<file path="src/rtl/adc_trigger_capture_if.sv">
// AXI4-Stream byte channel between the ADC, the capture stage and the CCU.
interface adc_trigger_capture_if;
  logic       tvalid;
  logic       tready;
  logic [7:0] tdata;
  logic       tlast;

  modport master (output tvalid, output tdata, output tlast, input tready);
  modport slave  (input tvalid, input tdata, input tlast, output tready);
endinterface

</file>
<file path="src/rtl/adc_trigger_capture.sv">
// Oscilloscope-style triggered capture: circular sample buffer, level/force/external trigger,
// one DEPTH-sample frame out; first beat 2 cycles after READOUT entry, 2-entry output skid.
module adc_trigger_capture #(
  parameter int DEPTH  = 256,
  parameter int ADDR_W = 8
) (
  input  logic                  axi_aclk,
  input  logic                  axi_areset,
  adc_trigger_capture_if.slave  s_axis,
  adc_trigger_capture_if.master m_axis,
  input  logic                  cfg_arm,
  input  logic                  cfg_abort,
  input  logic                  cfg_force,
  input  logic [7:0]            cfg_level,
  input  logic                  cfg_edge,
  input  logic [ADDR_W-1:0]     cfg_pretrig,
  input  logic                  ext_trig,
  output logic [2:0]            status_state,
  output logic                  status_triggered
);

  typedef enum logic [2:0] {
    IDLE     = 3'd0,
    PRETRIG  = 3'd1,
    ARMED    = 3'd2,
    POSTTRIG = 3'd3,
    READOUT  = 3'd4
  } state_t;

  state_t state, state_nx;

  logic [7:0]        mem [DEPTH];
  logic [ADDR_W-1:0] wp, trig_addr, pre_cnt, pre_nx, pretrig_l, start_addr, rd_addr;
  logic [ADDR_W:0]   post_cnt, post_nx, post_total, rd_cnt;
  logic [7:0]        level_l, prev, ram_q;
  logic              edge_l, prev_valid, force_pend;
  logic [2:0]        ext_sync;
  logic              ext_rise, accept, wr_en, rise, fall, lvl_hit, trig_fire;
  logic              rd_en, rd_pend, rd_last_pend, pop, frame_done;
  logic [1:0]        occ, occ_after;
  logic [7:0]        e0_d, e1_d;
  logic              e0_l, e1_l;
  logic              unused_tlast;

  assign unused_tlast  = s_axis.tlast;
  assign s_axis.tready = !axi_areset && (state != READOUT);
  assign accept        = s_axis.tvalid && s_axis.tready;
  assign wr_en         = accept && (state inside {PRETRIG, ARMED, POSTTRIG});

  assign rise      = prev_valid && (prev < level_l) && (s_axis.tdata >= level_l);
  assign fall      = prev_valid && (prev >= level_l) && (s_axis.tdata < level_l);
  assign lvl_hit   = edge_l ? fall : rise;
  assign trig_fire = (state == ARMED) && accept && !cfg_abort && (force_pend || lvl_hit);
  assign ext_rise  = ext_sync[1] && !ext_sync[2];

  assign pre_nx     = pre_cnt + 1'b1;
  assign post_nx    = post_cnt + 1'b1;
  assign post_total = (ADDR_W+1)'(DEPTH) - {1'b0, pretrig_l};

  // Reads are issued only when the skid is guaranteed room for the returning word.
  assign start_addr = trig_addr - pretrig_l;
  assign rd_addr    = start_addr + rd_cnt[ADDR_W-1:0];
  assign pop        = m_axis.tvalid && m_axis.tready;
  assign occ_after  = occ + {1'b0, rd_pend} - {1'b0, pop};
  assign rd_en      = (state == READOUT) && (rd_cnt != (ADDR_W+1)'(DEPTH)) && (occ_after <= 2'd1);
  assign frame_done = pop && m_axis.tlast;

  assign m_axis.tvalid    = (occ != 2'd0);
  assign m_axis.tdata     = e0_d;
  assign m_axis.tlast     = e0_l;
  assign status_state     = state;
  assign status_triggered = (state == POSTTRIG) || (state == READOUT) || trig_fire;

  always_ff @(posedge axi_aclk or posedge axi_areset) begin
    if (axi_areset) state <= IDLE;
    else            state <= state_nx;
  end

  always_comb begin
    state_nx = state;
    case (state)
      IDLE:     if (cfg_arm) state_nx = (cfg_pretrig == '0) ? ARMED : PRETRIG;
      PRETRIG:  if (accept && pre_nx == pretrig_l) state_nx = ARMED;
      ARMED:    if (trig_fire) state_nx = (post_total == (ADDR_W+1)'(1)) ? READOUT : POSTTRIG;
      POSTTRIG: if (accept && post_nx == post_total) state_nx = READOUT;
      READOUT:  if (frame_done) state_nx = IDLE;
      default:  state_nx = IDLE;
    endcase
    if (cfg_abort && state != READOUT) state_nx = IDLE;
  end

  always_ff @(posedge axi_aclk) begin
    if (wr_en) mem[wp] <= s_axis.tdata;
    if (rd_en) ram_q <= mem[rd_addr];
  end

  always_ff @(posedge axi_aclk or posedge axi_areset) begin
    if (axi_areset) begin
      wp           <= '0;
      trig_addr    <= '0;
      pre_cnt      <= '0;
      post_cnt     <= '0;
      pretrig_l    <= '0;
      level_l      <= '0;
      edge_l       <= 1'b0;
      prev         <= '0;
      prev_valid   <= 1'b0;
      force_pend   <= 1'b0;
      ext_sync     <= '0;
      rd_cnt       <= '0;
      rd_pend      <= 1'b0;
      rd_last_pend <= 1'b0;
      occ          <= '0;
      e0_d         <= '0;
      e1_d         <= '0;
      e0_l         <= 1'b0;
      e1_l         <= 1'b0;
    end else begin
      ext_sync <= {ext_sync[1:0], ext_trig};
      // A pending force only survives while ARMED; anything earlier is discarded.
      force_pend <= (state == ARMED) && !trig_fire && !cfg_abort
                    && (force_pend || cfg_force || ext_rise);
      if (wr_en) wp <= wp + 1'b1;

      if (state == IDLE && cfg_arm) begin
        level_l    <= cfg_level;
        edge_l     <= cfg_edge;
        pretrig_l  <= cfg_pretrig;
        pre_cnt    <= '0;
        post_cnt   <= '0;
        prev_valid <= 1'b0;
      end else if (wr_en) begin
        prev       <= s_axis.tdata;
        prev_valid <= 1'b1;
        if (state == PRETRIG) pre_cnt <= pre_nx;
        if (trig_fire) begin
          trig_addr <= wp;
          post_cnt  <= (ADDR_W+1)'(1);
        end else if (state == POSTTRIG) begin
          post_cnt <= post_nx;
        end
      end

      if (state != READOUT) rd_cnt <= '0;
      else if (rd_en)       rd_cnt <= rd_cnt + 1'b1;
      rd_pend      <= rd_en;
      rd_last_pend <= rd_en && (rd_cnt == (ADDR_W+1)'(DEPTH - 1));

      case ({rd_pend, pop})
        2'b10: begin
          if (occ == 2'd0) begin
            e0_d <= ram_q;
            e0_l <= rd_last_pend;
          end else begin
            e1_d <= ram_q;
            e1_l <= rd_last_pend;
          end
          occ <= occ + 2'd1;
        end
        2'b01: begin
          if (occ == 2'd2) begin
            e0_d <= e1_d;
            e0_l <= e1_l;
          end
          occ <= occ - 2'd1;
        end
        2'b11: begin
          if (occ == 2'd1) begin
            e0_d <= ram_q;
            e0_l <= rd_last_pend;
          end else begin
            e0_d <= e1_d;
            e0_l <= e1_l;
            e1_d <= ram_q;
            e1_l <= rd_last_pend;
          end
        end
        default: ;
      endcase
    end
  end

endmodule
</file>
<file path="src/flat_wrapper.sv">
// flat-port wrapper written by rule: the top's interface ports become plain ports
module adc_trigger_capture_flat 
#(
  parameter int DEPTH  = 256,
  parameter int ADDR_W = 8
)
  (axi_aclk, axi_areset, cfg_arm, cfg_abort, cfg_force, cfg_level, cfg_edge, cfg_pretrig, ext_trig, status_state, status_triggered, s_axis_tvalid, s_axis_tdata, s_axis_tlast, s_axis_tready, m_axis_tvalid, m_axis_tdata, m_axis_tlast, m_axis_tready);
  adc_trigger_capture_if s_axis_i ();
  adc_trigger_capture_if m_axis_i ();
  input  logic axi_aclk;
  input  logic axi_areset;
  input  logic cfg_arm;
  input  logic cfg_abort;
  input  logic cfg_force;
  input  logic [7:0] cfg_level;
  input  logic cfg_edge;
  input  logic [ADDR_W-1:0] cfg_pretrig;
  input  logic ext_trig;
  output logic [2:0] status_state;
  output logic status_triggered;
  input wire logic [$bits(s_axis_i.tvalid)-1:0] s_axis_tvalid;
  input wire logic [$bits(s_axis_i.tdata)-1:0] s_axis_tdata;
  input wire logic [$bits(s_axis_i.tlast)-1:0] s_axis_tlast;
  output wire logic [$bits(s_axis_i.tready)-1:0] s_axis_tready;
  output wire logic [$bits(m_axis_i.tvalid)-1:0] m_axis_tvalid;
  output wire logic [$bits(m_axis_i.tdata)-1:0] m_axis_tdata;
  output wire logic [$bits(m_axis_i.tlast)-1:0] m_axis_tlast;
  input wire logic [$bits(m_axis_i.tready)-1:0] m_axis_tready;
  assign s_axis_i.tvalid = s_axis_tvalid;
  assign s_axis_i.tdata = s_axis_tdata;
  assign s_axis_i.tlast = s_axis_tlast;
  assign s_axis_tready = s_axis_i.tready;
  assign m_axis_tvalid = m_axis_i.tvalid;
  assign m_axis_tdata = m_axis_i.tdata;
  assign m_axis_tlast = m_axis_i.tlast;
  assign m_axis_i.tready = m_axis_tready;
  adc_trigger_capture #(.DEPTH(DEPTH), .ADDR_W(ADDR_W)) u_core (.axi_aclk(axi_aclk), .axi_areset(axi_areset), .s_axis(s_axis_i), .m_axis(m_axis_i), .cfg_arm(cfg_arm), .cfg_abort(cfg_abort), .cfg_force(cfg_force), .cfg_level(cfg_level), .cfg_edge(cfg_edge), .cfg_pretrig(cfg_pretrig), .ext_trig(ext_trig), .status_state(status_state), .status_triggered(status_triggered));
endmodule
</file>
<file path="config.mk">
export PLATFORM = sky130hd
export DESIGN_NAME = adc_trigger_capture_flat
export DESIGN_NICKNAME = d
export VERILOG_FILES = /design/src/rtl/adc_trigger_capture_if.sv /design/src/rtl/adc_trigger_capture.sv /design/src/flat_wrapper.sv
export SDC_FILE = /design/constraint.sdc
export NUM_CORES = 2
export LEC_CHECK = 0
export BUFFER_PORTS_ARGS = -buffer_cell sky130_fd_sc_hd__buf_2
export CAP_MARGIN = 15
export CELL_PAD_IN_SITES_DETAIL_PLACEMENT = 1
export CELL_PAD_IN_SITES_GLOBAL_PLACEMENT = 1
export CORE_MARGIN = 1
export CORE_UTILIZATION = 59
export CTS_BUF_LIST = sky130_fd_sc_hd__clkbuf_4 sky130_fd_sc_hd__clkbuf_8
export CTS_CLUSTER_DIAMETER = 100
export DETAILED_ROUTE_END_ITERATION = 12
export PLACE_DENSITY = 0.8
export SLEW_MARGIN = 10
export SYNTH_ARGS = -nofsm -noshare
export SYNTH_HDL_FRONTEND = slang
export SYNTH_SLANG_ARGS = --single-unit
</file>
<file path="constraint.sdc">
create_clock -name axi_aclk -period 5.3 [get_ports axi_aclk]
set_clock_uncertainty 0.15 [all_clocks]
set_input_delay 1.325 -clock axi_aclk [delete_from_list [all_inputs] [get_ports axi_aclk]]
set_output_delay 1.325 -clock axi_aclk [all_outputs]
set_load 0.02 [all_outputs]
</file>
==> key figures <==
Run status
  • Status: finished with violations
  • Failing checks: design-rule violations

Placed design
  • PortBufs: 47
  • DP Worst Slack: 0.144 ns
  • HPWL Detailed: 130 mm
  • Placed Area: 89,300 sq um
  • Gpl congestion: 0.826
  • Placed insts: 5,944

Final layout
  • Layout area overhead: 12.1%
  • Finished Core Util: 66.8%
  • Layout cells sized above 1: 29.9%
  • Fin cells: 6,542
  • Largest register FFs: 2,048
  • Reg with most FFs: u_core.mem
  • Final instance area: 95,900 sq um
  • Biggest regs: u_core.mem x2048, u_core.post_cnt x9, u_core.rd_cnt x9
  • Nets: 4,485

Route
  • Antenna Nets Post-Route: 0
  • Vias per cell: 6.65
  • Via count: 43,500
  • Detailed Routing Iterations Pass 1: 10
  • Final wirelength: 224 mm
  • Drt wl/cell: 34.2 microns
  • DR DRC count: 12
  • Initial DRC count: 5,002

Worst setup path
  • Crit-path slowest cell: fa_4
  • Worst Path Required: 5.92 ns
  • Cells along the critical path: ha_1 > inv_1 > ha_4 > fa_4 > buf_12 > buf_4 > mux4_2 > mux4_2 > mux2i_1 > mux2_2 > o22ai_1 > or3_1
  • Reg2reg path depth: 12
  • Most frequent CP cell: mux4_2
  • Worst setup SP type: flop
  • Slowest stage delay, CP: 0.99 ns
  • Critical R2R Capture: u_core.ram_q[3]
  • CP delay by family, top: multiplexers
  • CP endpoint kind: flop
  • Crit Path Max Fanout: 39
  • Buffers & Inverters on Critical Path: 3
  • Critical path class: reg2reg
  • Reg2Reg Setup Slack: 0.12 ns
  • Reg2reg start: u_core.pretrig_l[0]
  • Critical Path AT: 5.81 ns

Timing
  • Final min period: 5.18 ns
  • Max-slew violations: 0
  • Worst-Margin Slew: 1.35 ns
  • Max-slew headroom: 9.75%
  • Final Hold Vio Count: 0
  • Final WS setup: 0.115 ns
  • # setup viols final: 0
  • Peak Freq: 0.193 GHz
  • Fin Setup TNS: 0 ns
  • Unrepaired setup endpoints after global routing: false
  • Tcrit/Tclk final: 97.8%

CTS
  • Root Buffer: clkbuf_8
  • H-tree levels: 5
  • Clk pin slew, worst setup/hold paths: 0.06 ns
  • Clk_lat worst skew: 1.05 ns
  • CTS max path bufs: 4
  • Hold Buf Count CTS: 0
  • CTS tree: done
  • CTS Buf Count: 354
  • Clock sinks: 2,153

Global route
  • GRT busiest layer: met2
  • Pin count of the biggest net entering global routing: 239
  • Gr usage total: 31.1%
  • First-pass GRT wire length: 323 mm
  • Grt met3 use: 7.26%
  • Number of global-route vias before repair: 46,200
  • Met2 usage: 50.5%
  • Global route total overflow: 0
  • Initial antenna violation count: 9
  • Grt met1 use: 41.6%

Yosys
  • Cells after synthesis: 4,037
  • Post-synth net total: 4,120
  • Post-synth EDFFs: 2,056
  • Synth Register Bits: 2,153
  • Syn Area/Cell: 21.2 sq um
  • Most used DFF post-synth: edfxtp_1
  • Asr flop ratio synth: 4.51%
  • Cell variety after synth: 57
  • Synthesized area: 85,500 sq um
  • Seq/Total Area, Yosys: 75.0%
  • Syn. warnings: 0

Job
  • Maximum Capacitance Violations: 0

Power and ir drop
  • Pwr/cell area: 659 nW/um^2
  • Peak supply drop: 0.614 mV
  • Static leakage: 31.0 nW

Floorplan
  • Starting Density: 59.5%
  • # IOs: 49
  • # rows: 139
  • Die W: 383 microns
  • Core Area: 144,000 sq um
  • Die Footprint: 146,000 sq um
  • Chip height: 383 microns

Hold path
  • Hold depth: 0
  • Min-delay worst type: reg2reg
  • HP Start: u_core.ext_sync[0]
  • Worst Hold End: u_core.ext_sync[1]
## metal layers
metal | part of all wire (%) | vias to the layer above | wire (microns)
met1 | 37 | 23000 | 83200
met4 | 3.6 | 8 | 8110
met2 | 50 | 2617 | 112000
met3 | 9.3 | 510 | 20800
met5 | 0.023 | - | 51
li1 | - | 17300 | -
## repair_timing
action | 4_1_cts | 5_1_grt
resized for setup | 0 | 0
endpoints found under the setup margin | 0 | 3
hold endpoints to repair | 0 | 0
buffers inserted | 0 | 3
## how the worst max path moves through the flow
stage / start / endpoint / slack [ns] / cells after the start
after floorplan: s_axis_tdata[1] / status_triggered / 0.69 / 9
after global placement: s_axis_tdata[1] / status_triggered / 0.25 / 11
after detailed placement: u_core.pretrig_l[0] / u_core.ram_q[3] / 0.14 / 14
after CTS: u_core.rd_cnt[1] / u_core.ram_q[3] / 0.08 / 14
after global routing: u_core.level_l[1] / status_triggered / 0.01 / 11
final: u_core.pretrig_l[0] / u_core.ram_q[3] / 0.12 / 12
## through the flow
step	hold slack, ns	total power [mW]
after floorplan	0.181	37.9
after global placement	0.186	47.8
after detailed placement	0.186	48.6
after CTS	0.156	63.1
after global routing	0.195	64.8
final	0.199	63.2
## synthesized netlist by cell type (3+ instances only)
| cell | number | area share (%) |
|---|---|---|
| a21boi_0 | 3 | 0.026 |
| a21o_1 | 11 | 0.097 |
| a21oi_1 | 23 | 0.13 |
| a22oi_1 | 9 | 0.079 |
| a31oi_1 | 3 | 0.022 |
| and2_1 | 3 | 0.022 |
| and3_1 | 4 | 0.029 |
| buf_1 | 9 | 0.039 |
| buf_2 | 68 | 0.40 |
| buf_4 | 8 | 0.070 |
| clkbuf_1 | 125 | 0.55 |
| dfrtp_1 | 97 | 2.8 |
| edfxtp_1 | 2056 | 72 |
| fa_1 | 7 | 0.16 |
| ha_1 | 42 | 0.61 |
| inv_1 | 59 | 0.26 |
| mux2_2 | 40 | 0.53 |
| mux2i_1 | 213 | 2.5 |
| mux4_2 | 594 | 16 |
| nand2_1 | 96 | 0.42 |
| nand2b_1 | 7 | 0.051 |
| nand3_1 | 34 | 0.20 |
| nand4_1 | 13 | 0.095 |
| nor2_1 | 296 | 1.3 |
| nor2b_1 | 29 | 0.21 |
| nor3_1 | 8 | 0.047 |
| nor3b_1 | 4 | 0.035 |
| nor4_1 | 7 | 0.051 |
| o21a_1 | 3 | 0.026 |
| o21ai_0 | 50 | 0.29 |
| o22ai_1 | 10 | 0.073 |
| o31ai_1 | 5 | 0.044 |
| or2_2 | 3 | 0.022 |
| or3_1 | 14 | 0.10 |
| xnor2_1 | 43 | 0.44 |
| xor2_1 | 13 | 0.13 |
## area by class of cell
class | count | area, sq um
diodes | 3 | 7.51
clock buffers | 465 | 5790
well taps | 1903 | 2380
clock inverters | 125 | 764
fillers | 11500 | 47800
repair buffers | 220 | 2190
multi-input cells | 1613 | 20400
flip-flops and latches | 2153 | 64200
inverters | 60 | 228
## cells by family after synthesis
| family | synth area share [%] |
|---|---|
| mux | 18.7 |
| fa+ha+maj | 0.778 |
| compound gates | 0.966 |
| xor+xnor | 0.573 |
| buf+inv | 1.33 |
| simple gates | 2.67 |
| flops | 75.0 |
## layout by cell type (no fill, tap or decap), types with 10 or more instances in the layout
master | netlist | final
clkinv_1 | 0 | 86
clkbuf_8 | 0 | 369
mux2_2 | 40 | 40
edfxtp_1 | 2056 | 2056
xor2_1 | 13 | 13
clkinv_2 | 0 | 23
buf_12 | 0 | 45
nand4_1 | 13 | 13
ha_1 | 42 | 41
o21ai_0 | 50 | 50
nand2_1 | 96 | 96
mux2i_1 | 213 | 213
or3_1 | 14 | 14
a21oi_1 | 23 | 23
mux4_2 | 594 | 594
nand3_1 | 34 | 22
clkbuf_4 | 0 | 98
dfrtp_1 | 97 | 97
xnor2_1 | 43 | 40
o22ai_1 | 10 | 10
inv_1 | 59 | 58
buf_4 | 8 | 127
nor2b_1 | 29 | 29
buf_2 | 68 | 39
nand3_2 | 0 | 12
nor2_1 | 296 | 295
a21o_1 | 11 | 11
## power by group
part           internal [mW]  switching [mW]
Sequential              19.0           0.279
Combinational           13.5            16.4
Clock                   7.48            6.56
Total                   39.9            23.2
Power figures use the tool's default switching activity.
